==> config.mk <==
export PLATFORM = sky130hd
export DESIGN_NAME = reg_16_8
export DESIGN_NICKNAME = d
export VERILOG_FILES = /design/src/rtl/reg16_8_pkg.sv /design/src/rtl/reg16_word.sv /design/src/rtl/reg_16_8.sv
export SDC_FILE = /design/constraint.sdc
export NUM_CORES = 1
export LEC_CHECK = 0
export ABC_AREA = 1
export CORE_MARGIN = 3
export CORE_UTILIZATION = 64
export CTS_CLUSTER_SIZE = 8
export DETAILED_ROUTE_END_ITERATION = 8
export DONT_BUFFER_PORTS = 1
export GPL_ROUTABILITY_DRIVEN = 1
export GPL_TIMING_DRIVEN = 0
export PLACE_DENSITY_LB_ADDON = 0.2
export SLEW_MARGIN = 20
export SYNTH_ARGS = -nofsm -noshare
export SYNTH_HDL_FRONTEND = slang
export SYNTH_HIERARCHICAL = 1
export SYNTH_SLANG_ARGS = --single-unit
==> constraint.sdc <==
create_clock -name clock -period 3.2 [get_ports clock]
set_input_delay 0.64 -clock clock [delete_from_list [all_inputs] [get_ports clock]]
set_output_delay 0.64 -clock clock [all_outputs]
set_load 0.05 [all_outputs]
==> src/rtl/reg16_8_pkg.sv <==
// Shared constants and word type for the eight-entry, 16-bit JPU register file.
package reg16_8_pkg;

  localparam int WIDTH  = 16;
  localparam int DEPTH  = 8;
  localparam int ADDR_W = 3;

  typedef logic [WIDTH-1:0] word_t;

endpackage : reg16_8_pkg

==> src/rtl/reg16_word.sv <==
// Single register-file word: load-enabled register with synchronous active-low clear.
module reg16_word
  import reg16_8_pkg::*;
#(
  parameter int W = WIDTH
) (
  input  logic         clk_i,
  input  logic         rst_ni,
  input  logic         ld_i,
  input  logic [W-1:0] d_i,
  output logic [W-1:0] q_o
);

  logic [W-1:0] word_q;
  logic [W-1:0] word_d;

  // NOTE: the default is assigned first so every path drives word_d and no latch is inferred.
  always_comb begin
    word_d = word_q;
    if (ld_i) word_d = d_i;
  end

  // NOTE: sequential state uses non-blocking assignments so all flops update together at the edge.
  always_ff @(posedge clk_i) begin
    if (!rst_ni) word_q <= '0;
    else         word_q <= word_d;
  end

  assign q_o = word_q;

endmodule : reg16_word

==> src/rtl/reg_16_8.sv <==
// Eight-entry register file, shared read/write address, registered read port O_dataA.
// Define REG16_8_WR_BYPASS_EN to forward data_in to O_dataA on a same-cycle read and write.
module reg_16_8 #(
  parameter int WIDTH  = reg16_8_pkg::WIDTH,
  parameter int DEPTH  = reg16_8_pkg::DEPTH,
  parameter int ADDR_W = reg16_8_pkg::ADDR_W
) (
  input  logic              clock,
  input  logic              enable_write,
  input  logic [WIDTH-1:0]  data_in,
  input  logic              enable_read,
  output logic [WIDTH-1:0]  O_dataA,
  input  logic [ADDR_W-1:0] rd_wr_addr,
  input  logic              reset_n
);

  logic [DEPTH-1:0] wr_sel;
  logic [WIDTH-1:0] word_q [DEPTH];
  logic [WIDTH-1:0] rd_word;
  logic [WIDTH-1:0] rd_src;
  logic [WIDTH-1:0] data_a_q;
  logic [WIDTH-1:0] data_a_d;

  // NOTE: every word is cleared by reset because software may read any register before writing it.
  for (genvar i = 0; i < DEPTH; i++) begin : g_word
    assign wr_sel[i] = enable_write && (rd_wr_addr == ADDR_W'(i));

    reg16_word #(.W(WIDTH)) u_word (
      .clk_i  (clock),
      .rst_ni (reset_n),
      .ld_i   (wr_sel[i]),
      .d_i    (data_in),
      .q_o    (word_q[i])
    );
  end

  assign rd_word = word_q[rd_wr_addr];

  always_comb begin
`ifdef REG16_8_WR_BYPASS_EN
    rd_src = enable_write ? data_in : rd_word;
`else
    // Same-cycle read sees the word as it was before this edge's write.
    rd_src = rd_word;
`endif
  end

  always_comb begin
    data_a_d = data_a_q;
    if (enable_read) data_a_d = rd_src;
  end

  always_ff @(posedge clock) begin
    if (!reset_n) data_a_q <= '0;
    else          data_a_q <= data_a_d;
  end

  assign O_dataA = data_a_q;

endmodule : reg_16_8

---- After elaboration in Yosys (flattened, before gate mapping) ----
Index checks and enable logic that the tools add are counted.
word-level totals
  register bits ........................... 144
  bits in latches ......................... 0
  RAM bits ................................ 0
  ROM bits ................................ 0
  input port bits ......................... 23
  output and inout bits ................... 16
  word-level logic and storage cells ...... 30
  memories kept ........................... 0
operators by class
  $add $sub $neg .......................... 0
  multipliers ............................. 0
  divide/modulo/power cells ............... 0
  $lt $le $gt $ge ......................... 1
  eq/ne operators ......................... 7
  shifts and indexed selects .............. 0
  multiplexer cells ....................... 3
  bitwise operators ....................... 1
  reductions and logical operators ........ 9
operators with widths
  operator                                             number
  binary-select mux 16 bit (select 3 bit)              1
  two-way mux 16 bit                                   2
  equality test 3 bit, second input constant           4
  logical AND 1 bit                                    8
  equality test 3 x 2 -> 1 bit, second input constant  2
  >= comparator 4 bit, second input constant           1
  NOT 3 -> 4 bit                                       1
  equality test 3 x 1 -> 1 bit, second input constant  1
  zero test 3 bit                                      1

---- Logic depth before layout (Yosys ltp) ----
Gate-level depths: netlist (run 1).
  depth in word-level cells ............... 4
  depth in mapped cells ................... 10
  mapped depth without buffers ............ 7

---- Cells and area by module ----
Netlist (run 1), hierarchy kept.
by module, submodules not included
  module      times used  cells an instance  area each (um^2)  seq. area each (um^2)
  reg16_word  8           101                674.4             320.3
  reg_16_8    1           398                1985.7            320.3

---- Least setup slack after synthesis (run 1) ----
No wires, ideal clock.
  path type ............................... input-to-reg
  from .................................... input rd_wr_addr[2]
  to ...................................... register g_word[0].u_word.word_q[14]
  library setup time ...................... 0.114 ns
  arrival ................................. 1.863 ns
  data required time ...................... 3.086 ns
  path slack .............................. 1.223 ns
  cell stages on the path ................. 9
  path buffers ............................ 3
  cell sequence ........................... buf_2 -> inv_1 -> buf_2 -> nand2_1 -> nor2_1 -> buf_6 -> nand2_1 -> nand2_1 -> nor2_2
on the way
  cells in the longest elaborated chain, start to end .. 2
RTL lines
  element               RTL line          RTL
  start, declared       reg_16_8.sv:13    input logic [ADDR_W-1:0] rd_wr_addr,
  zero test 3 bit       reg_16_8.sv:26    assign wr_sel[i] = enable_write && (rd_wr_addr == ADDR_W'(i));
  logical AND 1 bit     reg_16_8.sv:26
  named net wr_sel[0]   reg_16_8.sv:17    logic [DEPTH-1:0] wr_sel;
  end signal, assigned  reg16_word.sv:26  else word_q <= word_d;
  end, declared         reg16_word.sv:14  logic [W-1:0] word_q;
The timed path passes the listed nets, and every way through them passes these cells.
A chain may end at the register's enable or synchronous reset.

---- Worst setup path after layout (run 1) ----
  from .................................... input rd_wr_addr[2]
  to ...................................... register g_word[0].u_word.word_q[10]
Same word-level chain as after synthesis.

==> flow_summary.json, run 1 <==
{
  "layout_worst_path_cycle_share_pct": 63.3,
  "hold_viol": 0,
  "grt_pass1_vias": 6513,
  "hold_class": "input port to register",
  "post_cts_resized": 0,
  "dp_hpwl_mm": 14.5,
  "rsz0062_at_grt": "no",
  "cts_root_buffer": "clkbuf_16",
  "p_leak_nw": 4.14,
  "overflow": 0,
  "first_pass_iters": 5,
  "ant_nets": 0,
  "route.detailed.drc": 0,
  "wl_per_cell_um": 15.7,
  "cap_violations": 0,
  "fill_cells": 926,
  "maxSlewHeadroom_pct": 54.2,
  "die_h_um": 113,
  "drt_iter0_drc": 737,
  "syn-cell-area_mm2": 0.00738,
  "clkLatencyLatePin_ns": 0.42,
  "mappedNetlistNets": 1229,
  "gp_congestion": 0.977,
  "clockBufferDepth": 2,
  "antenna_found_initial": 0,
  "area_growth_pct": 10.4,
  "crit_fanout": 10,
  "start_util_pct": 66.9,
  "grt_pass1_wl_mm": 33.5,
  "cts_hold_buf": 0,
  "min_delay_path_depth": 2,
  "core_area_mm2": 0.0110,
  "cts.htree.levels": 4,
  "portBuffers": 0,
  "crit_path_end_kind": "register",
  "setup_slack_ns": 1.17,
  "skew_ns": 0.00480,
  "num_vias": 7138,
  "arrival_ns": 2.33,
  "cp.required_ns": 3.51,
  "routed_wirelength_mm": 21.6,
  "tns_ns": 0,
  "worst-setup-path-type": "input port to register",
  "setup-violations-final": 0,
  "drive_gt1_share_pct": 10.8,
  "synthDistinctLibCells": 18,
  "final_max_slew_viol_count": 0,
  "cp-start-kind": "input port",
  "ys_seq_elements": 144,
  "tightest_slew_ns": 0.687,
  "yosysSeqAreaShare_pct": 39.1,
  "cts_buffers": 17,
  "grt_max_degree": 17,
  "timing.fmax_mhz": 494,
  "syn_inst": 1206,
  "fin_crit_ns": 2.03,
  "ir_worst_vdd_mv": 0.605,
  "vias_per_cell": 5.18,
  "p_per_area_mw_per_mm2": 535,
  "post_cts_buffers": 0,
  "seq_area_mm2": 0.00288,
  "final_nets": 1248,
  "p_total_mw": 4.36,
  "cts_num_sinks": 144,
  "reg2reg_depth": 6,
  "cts_tree": "built",
  "status": "completed",
  "ys_warn_count": 6,
  "synth.avg_cell_area_um2": 6.12,
  "multi_input_area_mm2": 0.00342,
  "die_x_um": 113,
  "clk_pin_slew_worst_paths_ns": 0.06,
  "gr-usage-all-layers_pct": 34.6,
  "ios": 39,
  "die_area_mm2": 0.0129,
  "dpl_worst_slack_ns": 0.821,
  "core.rowCount": 38,
  "antenna-diode-count": 0
}
final cells by class:
type | instances | share of cell area, %
clock inverters | 10 | 1.34
clock buffers | 22 | 5.94
multi-input cells | 855 | 41.9
inverters | 139 | 6.42
flip-flops and latches | 144 | 35.4
plain buffers | 68 | 6.83
well taps | 140 | 2.15
final timing paths:
path / startpoint / to / slack [ns]
worst min register to register: g_word[1].u_word/q_o[8]$_SDFFE_PN0P_ / g_word[1].u_word/q_o[8]$_SDFFE_PN0P_ / 0.47
worst max-delay path: rd_wr_addr[2] / g_word[0].u_word/q_o[10]$_SDFFE_PN0P_ / 1.17
worst max register to register: g_word[6].u_word/q_o[6]$_SDFFE_PN0P_ / O_dataA[6]$_SDFFE_PN0P_ / 2.13
worst min-delay path: reset_n / O_dataA[14]$_SDFFE_PN0P_ / 0.36
logic make-up after synthesis:
logic type / count (synthesis) / synth area share [%]
AO/OA/AOI/OAI: 32 / 2.88
flip-flops: 144 / 39.1
AND/OR/NAND/NOR: 823 / 43.4
buffers and inverters: 207 / 14.6
per-layer routing:
metal  global-route usage (%)  up-vias  wire [µm]
met5                        0        -          0
met4                     15.3        0        949
met3                     10.0       74       2320
met2                     56.9      355       9850
met1                     42.2     3147       8500
li1                         -     3562          -
where the power goes:
group	internal, mW	switching [mW]	leakage [nW]
sequential	1.86	0.0866	1.17
combinational	0.157	0.280	2.67
clock	1.22	0.751	0.292
total	3.24	1.12	4.14
stage by stage:
| step | cells | hold WS [ns] | util, % | area (µm²) |
|---|---|---|---|---|
| 3_3_place_gp | 1346 | 0.457 | 68.5 | 7560 |
| 6_report | 1378 | 0.363 | 73.9 | 8150 |
| 5_1_grt | 1378 | 0.352 | 73.9 | 8150 |
| 3_5_place_dp | 1346 | 0.462 | 68.5 | 7560 |
| 4_1_cts | 1378 | 0.349 | 73.9 | 8150 |
| 2_1_floorplan | 1206 | 0.449 | - | 7380 |
Yosys cell counts:
library cell  instances  area (µm²)
a21oi_1               2        10.0
nor2_4                1        11.3
nand3_1              39         195
buf_8                 1        15.0
inv_1               137         514
inv_2                 1        3.75
dfxtp_1             144        2880
a21oi_2              14         123
buf_2                14        70.1
nor2_1              240         901
o21ai_0              16        80.1
clkbuf_2              8        40.0
buf_4                 8        60.1
buf_6                31         349
clkbuf_1              6        22.5
nand2_1             519        1950
nor2_2               24         150
clkinv_2              1        5.00
sequential cells by signal, summed over array words and instances (netlist names):
register and flops:
g_word.u_word/q_o 128, O_dataA 16
worst max-delay path, stage by stage:
cell,delay (ns)
buf_2,0.17
inv_1,0.24
buf_2,0.28
nand2_1,0.17
nor2_1,0.42
buf_6,0.21
nand2_1,0.06
nand2_1,0.07
nor2_1,0.05
cells in the final DEF (no fill, tap or decap), drive strengths merged:
cell,netlist,routed
nand2,519,519
nor2,265,265
dfxtp,144,144
inv,138,138
buf,54,54
nand3,39,39
clkbuf,14,36
o21ai,16,16
a21oi,16,16
clkinv,1,7
clkinvlp,0,2
bufinv,0,2
Note: power is estimated with default switching activity, not from simulation.
==> inputs of run 2 (changes only) <==
Settings changed: CORE_UTILIZATION 64 to 58.
Clock period 3.2 ns to 1.8 ns, I/O delays scaled along.
==> run 2 against run 1 <==
Against the previous run: first-iteration DRC count decreased by 3.3%; clock-buffer cell count increased by 2; sequential share of layout area decreased by 0.21 points; non-clock buffer count unchanged.
==> flow_summary.json, run 2 (synthesis results as in run 1) <==
{
  "status": "completed",
  "area_growth_pct": 11.1,
  "cts_buffers": 17,
  "cp-start-kind": "input port",
  "die_x_um": 119,
  "tns_ns": 0,
  "antenna_found_initial": 0,
  "core.rowCount": 40,
  "tightest_slew_ns": 0.692,
  "fin_crit_ns": 1.64,
  "p_seq_share_pct": 44.1,
  "dpl_worst_slack_ns": -0.351,
  "cp_cell_sequence": "buf_2 -> inv_1 -> buf_2 -> nand2_1 -> nor2_2 -> buf_6 -> nand2_1 -> nand2_1 -> nor2_1",
  "final_max_slew_viol_count": 0,
  "die_area_mm2": 0.0141,
  "crit_path_end_kind": "register",
  "p_clk_share_pct": 45.9,
  "ios": 39,
  "antenna-diode-count": 0,
  "rsz0062_at_grt": "no",
  "cts_tree": "built",
  "cts.htree.levels": 4,
  "timing.rr.start": "O_dataA[7]$_SDFFE_PN0P_",
  "final_cell_mix": "nand2_1, nor2_1, dfxtp_1",
  "arrival_ns": 1.96,
  "clk_pin_slew_worst_paths_ns": 0.05,
  "drt_iter0_drc": 713,
  "timing.fmax_mhz": 610,
  "final_nets": 1248,
  "portBuffers": 0,
  "hold_viol": 0,
  "grt_pass1_wl_mm": 33.8,
  "num_vias": 7076,
  "startpoint": "rd_wr_addr[2]",
  "gp_congestion": 1.01,
  "critPathBufInv": 4,
  "die_h_um": 119,
  "crit_family": "buffers and inverters",
  "cts_num_sinks": 144,
  "ant_nets": 0,
  "wl_per_cell_um": 15.7,
  "crit_fanout": 10,
  "holdWs_ns": 0.0892,
  "start_util_pct": 60.4,
  "p_int_mw": 5.90,
  "drive_gt1_share_pct": 10.8,
  "setup_slack_ns": 0.160,
  "critPathMaxStageDelay_ns": 0.34,
  "layout_worst_path_cycle_share_pct": 91.1,
  "route.detailed.drc": 0,
  "maxSlewHeadroom_pct": 53.9,
  "slowest_stage": "nor2_2",
  "crit_top_cell": "nand2_1",
  "core_area_mm2": 0.0122,
  "first_pass_iters": 5,
  "vias_per_cell": 5.04,
  "p_leak_nw": 4.14,
  "ir_worst_vdd_mv": 0.889,
  "layout_commonest_cell": "nand2_1",
  "power.switching_mw": 1.97,
  "cts_root_buffer": "clkbuf_16",
  "grt_pass1_vias": 6369,
  "overflow": 0,
  "hp-start": "reset_n",
  "p_per_area_mw_per_mm2": 959,
  "gr-usage-all-layers_pct": 31.6,
  "setup-violations-final": 0,
  "clockBufferDepth": 2,
  "post-route-util_pct": 67.1,
  "largest_reg_flops": 128,
  "worst-setup-path-type": "input port to register",
  "dp_hpwl_mm": 15.1,
  "grt_max_degree": 17,
  "routed_wirelength_mm": 22.1,
  "clkLatencyLatePin_ns": 0.43,
  "skew_ns": 0.00647,
  "hold_class": "input port to register",
  "cp.required_ns": 2.12,
  "power_frac_comb_pct": 9.9,
  "cap_violations": 0,
  "swShare_pct": 25.0
}
[run 2: cell types whose count changed in the layout (fill, tap and decap cells not counted), sizes merged]
cell | previous run | this run
bufinv | 2 | 3
clkbuf | 36 | 38
clkinv | 7 | 4
clkinvlp | 2 | 0
[run 2: cell type report]
| type | count | area, µm² |
|---|---|---|
| fillers | 1153 | 4010 |
| multi-input cells | 855 | 3430 |
| flip-flops and latches | 144 | 2880 |
| plain buffers | 68 | 557 |
| inverters | 139 | 523 |
| clock buffers | 24 | 492 |
| well taps | 168 | 210 |
| clock inverters | 6 | 105 |
[run 2: power by group through the flow]
stage,sequential [mW],combinational [mW],clock (mW)
floorplan,3.51,0.594,0
global placement,3.53,0.746,0
detailed placement,3.53,0.758,0
CTS,3.47,0.767,3.65
global route,3.48,0.874,3.79
finish,3.47,0.782,3.61
[run 2: what timing repair did]
action                                 in CTS  in global routing
setup endpoints to repair                   0                 37
buffers inserted                            0                  0
endpoints found under the hold margin       0                  0
gates resized for setup                     0                  4
hold buffers                                0                  0
[run 2: metal layers]
layer / vias up / GRT usage [%] / wire [µm]
li1: 3555 / - / -
met1: 3185 / 40.9 / 9320
met2: 275 / 50.8 / 10300
met3: 61 / 6.89 / 1630
met4: 0 / 13.4 / 817
met5: - / 0 / 0
[run 2: per-stage QoR]
step	cell area, µm²	power (mW)	std cells
6_report	8200	7.86	1404
5_1_grt	8200	8.15	1404
4_1_cts	8190	7.88	1404
2_1_floorplan	7380	4.11	1206
3_3_place_gp	7590	4.28	1374
3_5_place_dp	7590	4.29	1374
[run 2: path summary, 6_finish.rpt]
kind	to	slack (ns)	depth (start not counted)
setup / recovery	g_word[0].u_word/q_o[10]$_SDFFE_PN0P_	0.16	9
hold / removal	O_dataA[14]$_SDFFE_PN0P_	0.09	2
setup reg to reg	O_dataA[7]$_SDFFE_PN0P_	0.70	2
hold reg to reg	g_word[1].u_word/q_o[0]$_SDFFE_PN0P_	0.47	2
